## config.mk

```make
export PLATFORM = sky130hd
export DESIGN_NAME = rx_frame_parse
export DESIGN_NICKNAME = d
export VERILOG_FILES = /design/src/rtl/rx_pkg.sv /design/src/rtl/rx_frame_parse.sv
export SDC_FILE = /design/constraint.sdc
export NUM_CORES = 1
export LEC_CHECK = 0
export BUFFER_PORTS_ARGS = -buffer_cell sky130_fd_sc_hd__buf_2
export CORE_UTILIZATION = 40
export CTS_BUF_LIST = sky130_fd_sc_hd__clkbuf_2 sky130_fd_sc_hd__clkbuf_4 sky130_fd_sc_hd__clkbuf_8
export CTS_CLUSTER_SIZE = 28
export DETAILED_ROUTE_END_ITERATION = 7
export PLACE_DENSITY = 0.65
export SLEW_MARGIN = 20
export SYNTH_ARGS = -nofsm -noshare
export SYNTH_HDL_FRONTEND = slang
export SYNTH_SLANG_ARGS = --single-unit
```

## constraint.sdc

```tcl
create_clock -name clk -period 2.5 [get_ports clk]
set_clock_uncertainty 0.2 [all_clocks]
set_input_delay 0.125 -clock clk [delete_from_list [all_inputs] [get_ports clk]]
set_output_delay 0.125 -clock clk [all_outputs]
set_load 0.01 [all_outputs]
```

## src/rtl/rx_pkg.sv

```systemverilog
// Shared definitions for the receive frame parser and the payload checker it feeds:
// parser states, frame word positions, default tag values and pattern type codes.
package rx_pkg;

    typedef enum logic [2:0] {
        ST_IDLE,
        ST_HDR,
        ST_TAG,
        ST_SEED,
        ST_PAYLOAD,
        ST_DROP
    } state_e;

    localparam logic [2:0] HDR_LAST = 3'd3;
    localparam logic [2:0] TAG_IDX  = 3'd4;
    localparam logic [2:0] SEED_IDX = 3'd5;

    localparam logic [15:0] ETH_TYPE_DEF = 16'h88B5;
    localparam logic [15:0] MAGIC_DEF    = 16'h5AA5;

    typedef enum logic [3:0] {
        PT_CONST  = 4'd0,
        PT_INCR   = 4'd1,
        PT_DECR   = 4'd2,
        PT_PRBS31 = 4'd4,
        PT_PRBS23 = 4'd5,
        PT_PRBS15 = 4'd6,
        PT_PRBS11 = 4'd7
    } pat_type_e;

    function automatic logic [15:0] sat_inc16(input logic [15:0] v);
        return (v == 16'hFFFF) ? v : v + 16'd1;
    endfunction

endpackage

```

## src/rtl/rx_frame_parse.sv

```systemverilog
// Strips the Ethernet header from the MAC stream, validates the tester tag and feeds
// the payload checker; one cycle latency, no backpressure (every valid word is consumed).
module rx_frame_parse
    import rx_pkg::*;
#(
    parameter logic [15:0] ETH_TYPE = ETH_TYPE_DEF,
    parameter logic [15:0] MAGIC    = MAGIC_DEF
) (
    input  logic        clk,
    input  logic        rst_n,
    input  logic        rx_valid,
    input  logic        rx_sop,
    input  logic        rx_eop,
    input  logic [1:0]  rx_empty,
    input  logic        rx_err,
    input  logic [31:0] rx_data,
    output logic        payload_pre,
    output logic [31:0] payload_seed,
    output logic [3:0]  payload_type,
    output logic        payload_valid,
    output logic [31:0] payload_data,
    output logic        frame_done,
    output logic        frame_ok,
    output logic [15:0] frame_words
);

    state_e      state_q;
    logic [2:0]  idx_q;
    logic [15:0] cnt_q;
    logic [3:0]  type_lat_q;
    logic        pre_q;
    logic [31:0] seed_q;
    logic [3:0]  type_q;
    logic        vld_q;
    logic [31:0] data_q;
    logic        done_q;
    logic        ok_q;
    logic [15:0] words_q;

    logic        fwd;
    logic [15:0] words_d;

    // A partial eop word carries only trailing padding and is neither forwarded nor counted.
    assign fwd     = rx_valid && !rx_sop && (state_q == ST_PAYLOAD)
                     && !(rx_eop && (rx_empty != 2'd0));
    assign words_d = fwd ? sat_inc16(cnt_q) : cnt_q;

    always_ff @(posedge clk or negedge rst_n) begin
        if (!rst_n) begin
            state_q    <= ST_IDLE;
            idx_q      <= '0;
            cnt_q      <= '0;
            type_lat_q <= '0;
            pre_q      <= 1'b0;
            seed_q     <= '0;
            type_q     <= '0;
            vld_q      <= 1'b0;
            data_q     <= '0;
            done_q     <= 1'b0;
            ok_q       <= 1'b0;
            words_q    <= '0;
        end else begin
            pre_q  <= 1'b0;
            vld_q  <= 1'b0;
            done_q <= 1'b0;
            if (rx_valid && rx_sop) begin
                // sop mid-frame closes the old frame as failed; sop+eop is a runt
                if (state_q != ST_IDLE || rx_eop) begin
                    done_q  <= 1'b1;
                    ok_q    <= 1'b0;
                    words_q <= rx_eop ? 16'd0 : cnt_q;
                end
                cnt_q   <= '0;
                idx_q   <= 3'd1;
                state_q <= rx_eop ? ST_IDLE : ST_HDR;
            end else if (rx_valid) begin
                case (state_q)
                    ST_HDR: begin
                        idx_q <= idx_q + 3'd1;
                        if (idx_q == HDR_LAST)
                            state_q <= (rx_data[15:0] == ETH_TYPE) ? ST_TAG : ST_DROP;
                    end
                    ST_TAG: begin
                        if (rx_data[31:16] == MAGIC) begin
                            type_lat_q <= rx_data[3:0];
                            state_q    <= ST_SEED;
                        end else begin
                            state_q <= ST_DROP;
                        end
                    end
                    ST_SEED: begin
                        seed_q  <= rx_data;
                        type_q  <= type_lat_q;
                        pre_q   <= 1'b1;
                        state_q <= ST_PAYLOAD;
                    end
                    ST_PAYLOAD: begin
                        if (fwd) begin
                            vld_q  <= 1'b1;
                            data_q <= rx_data;
                            cnt_q  <= words_d;
                        end
                    end
                    default: ;
                endcase
                if (rx_eop && state_q != ST_IDLE) begin
                    done_q  <= 1'b1;
                    ok_q    <= (state_q == ST_PAYLOAD) && !rx_err && (words_d != 16'd0);
                    words_q <= words_d;
                    state_q <= ST_IDLE;
                end
            end
        end
    end

    assign payload_pre   = pre_q;
    assign payload_seed  = seed_q;
    assign payload_type  = type_q;
    assign payload_valid = vld_q;
    assign payload_data  = data_q;
    assign frame_done    = done_q;
    assign frame_ok      = ok_q;
    assign frame_words   = words_q;

endmodule

```

==> impl_metrics.json <==
{
  "clkLatencyLatePin_ns": 0.43,
  "final_common_cell": "nand2_1",
  "fmax_mhz": 426,
  "grt_pass1_wl_um": 23000,
  "die_w_um": 116,
  "hold_ws_ns": 0.0215,
  "synthesis.nets": 545,
  "initial_core_util": 0.412,
  "rr_worst_depth": 7,
  "worst_slack_ns": 0.152,
  "cts_resized": 0,
  "synth_top_family_by_area": "simple AND/OR/NAND/NOR gates",
  "timing.final.hold_violations": 0,
  "synthMuxAreaShare": 0.0944,
  "async_flop_share": 1.00,
  "drv_slew": 0,
  "finalCriticalPeriod_ns": 2.35,
  "vias_per_cell": 5.12,
  "worst_slew_pin_slew_ns": 0.740,
  "diodes": 0,
  "synthAdderAreaFrac": 0.00719,
  "grt_pass1_vias": 4599,
  "cap_violations": 0,
  "num_vias": 4477,
  "yosys.area.top_type_share": 0.546,
  "crit_required_ns": 2.59,
  "p_int_mw": 3.80,
  "grt_max_degree": 55,
  "fp-row-count": 41,
  "die-area_um2": 13500,
  "setup_tns_ns": 0,
  "synth-warning-count": 0,
  "status": "complete, no violations",
  "final_cell_mix": "130 x nand2_1, 126 x buf_2, 114 x dfrtp_1",
  "routed_wl_um": 14100,
  "power.switching_mw": 1.58,
  "drc": 0,
  "slew_headroom": 0.506,
  "seq_power_share": 0.436,
  "cp_max_fo": 9,
  "gr-usage-all-layers": 0.227,
  "avgSynthCellArea_um2": 10.4,
  "rsz0062_at_grt": "false",
  "post-dp-hpwl_um": 9570,
  "syn_area_um2": 5220,
  "antenna_found_initial": 0,
  "synthSimpleGateAreaFrac": 0.207,
  "synth_xor_area_frac": 0.0235,
  "cp-end-kind": "flop",
  "synth_area_leader_cell": "dfrtp_1",
  "numClockSinks": 114,
  "cts_max_level": 4,
  "ys.flop_type": "dfrtp_1",
  "power_density_nw_per_um2": 765,
  "numCtsBuffers": 17,
  "yosysSeqAreaShare": 0.546,
  "root_buffer": "clkbuf_8",
  "synth_cell_types": 57,
  "synth-seq-cells": 114,
  "p_comb_frac": 0.214,
  "wl_per_cell_um": 16.1,
  "drt-initial-drc-count": 266,
  "switching_share": 0.293,
  "syn2layout_area_growth_pct": 34.6,
  "leakagePower_nw": 3.69,
  "fin_nets": 733,
  "ctsLongestPathBuffers": 2,
  "place_ws_ns": 0.193,
  "worstSetupStartpointType": "flop",
  "core_area_um2": 12700,
  "synth-edff-count": 0,
  "postRouteAntennaNets": 0,
  "hold_class": "in2async",
  "finalCritPeriodShare": 0.939,
  "synth_area_leaders": "dfrtp_1 55%, nand2_1 9.3%, mux2_2 9.1%",
  "portBuffers": 127,
  "drt_first_pass_iters": 4,
  "die_h_um": 116,
  "arrival_ns": 2.44,
  "io_pins": 128,
  "setup_viol_count_final": 0,
  "fill_cells": 1125,
  "tritoncts": "yes",
  "clkTransAtPathRegs_ns": 0.07,
  "vdd.ir_drop.worst_mv": 0.436,
  "clkPwrFrac": 0.349,
  "synth_compound_area_frac": 0.0910,
  "gp_congestion": 0.905,
  "drive_above_1_share": 0.348,
  "overflow": 0,
  "post_cts_buffers": 0,
  "worstSetupPathType": "reg2reg",
  "syn_inst": 502
}
## critical path: stages, from the launching register on
cell,delay [ns]
dfrtp_1,0.47
nor3b_4,0.34
nand3_4,0.16
buf_4,0.21
nor3_1,0.22
or4bb_1,0.42
nand3_1,0.10
a41oi_1,0.11
## area by class of cell
cell class                 instances  area (µm²)  area share
sequential                       114        2850       0.406
multi-input combinational        352        2210       0.315
timing repair buffer             195        1280       0.182
clock buffer                      21         270      0.0384
tap                              172         215      0.0306
clock inverter                    10         159      0.0226
inverter                          10        37.5     0.00534
## logic make-up (layout without fill, tap and decap cells)
group	Yosys count	after routing
DFF	114	114
AOI/OAI and AO/OA	61	61
and+or+nand+nor	230	230
muxes	44	44
buffers and inverters	36	236
adders and majority gates	3	3
xor gates and xnor gates	14	14
## metal layers
| layer | part of all wire | up-vias | track usage |
|---|---|---|---|
| li1 | - | 2104 | - |
| met1 | 0.41 | 2218 | 0.256 |
| met2 | 0.51 | 141 | 0.394 |
| met3 | 0.065 | 14 | 0.0861 |
| met4 | 0.012 | 0 | 0.0769 |
| met5 | 0 | - | 0 |
## flip-flops by register name (all words and copies together) (netlist names)
register / flops
payload_data: 32
payload_seed: 32
cnt_q: 16
frame_words: 16
payload_type: 4
type_lat_q: 4
idx_q: 3
state_q: 3
frame_done: 1
frame_ok: 1
payload_pre: 1
payload_valid: 1
## synth_stat cells (4+ instances only)
library cell,instances
a211oi_2,5
a21oi_1,11
a2bb2oi_1,4
and2_1,4
and3_1,6
and4_1,4
buf_2,10
clkbuf_1,14
dfrtp_1,114
inv_1,9
mux2_2,42
nand2_1,130
nand3_1,17
nand4_1,6
nor2_1,33
nor2b_1,6
nor3_1,5
o21ai_0,5
o22a_1,6
xnor2_1,11
## through the flow
step / util / cells / area, µm² / total power [mW]
4_1_cts: 0.555 / 874 / 7030 / 5.45
3_3_place_gp: 0.491 / 805 / 6220 / 3.44
5_1_grt: 0.555 / 874 / 7030 / 5.68
2_1_floorplan: - / 502 / 5220 / 2.93
3_5_place_dp: 0.491 / 805 / 6220 / 3.48
6_report: 0.555 / 874 / 7030 / 5.38
## timing repair
item                       in CTS  in global routing
hold buffers                   38                  0
setup endpoints to repair       0                  0
hold endpoints to repair      188                  0
## path summary, 6_finish.rpt
kind | from | endpoint | slack, ns
worst max-delay path | state_q[2] | frame_ok | 0.15
worst min-delay path | rst_n | cnt_q[6] | 0.02
worst max register to register | state_q[2] | frame_ok | 0.15
worst min register to register | type_lat_q[0] | payload_type[0] | 0.27
max in group asynchronous | rst_n | cnt_q[10] | 1.40
min in group clk | rx_empty[0] | cnt_q[2] | 0.19
## power by group through the flow
stage | Clock, mW | Combinational (mW) | Sequential [mW]
after floorplan | 0 | 0.458 | 2.48
after global placement | 0 | 1.08 | 2.36
after detailed placement | 0 | 1.11 | 2.37
after CTS | 1.93 | 1.17 | 2.35
after global routing | 2.02 | 1.28 | 2.38
final | 1.88 | 1.15 | 2.35
(Power assumes the default switching activity.)
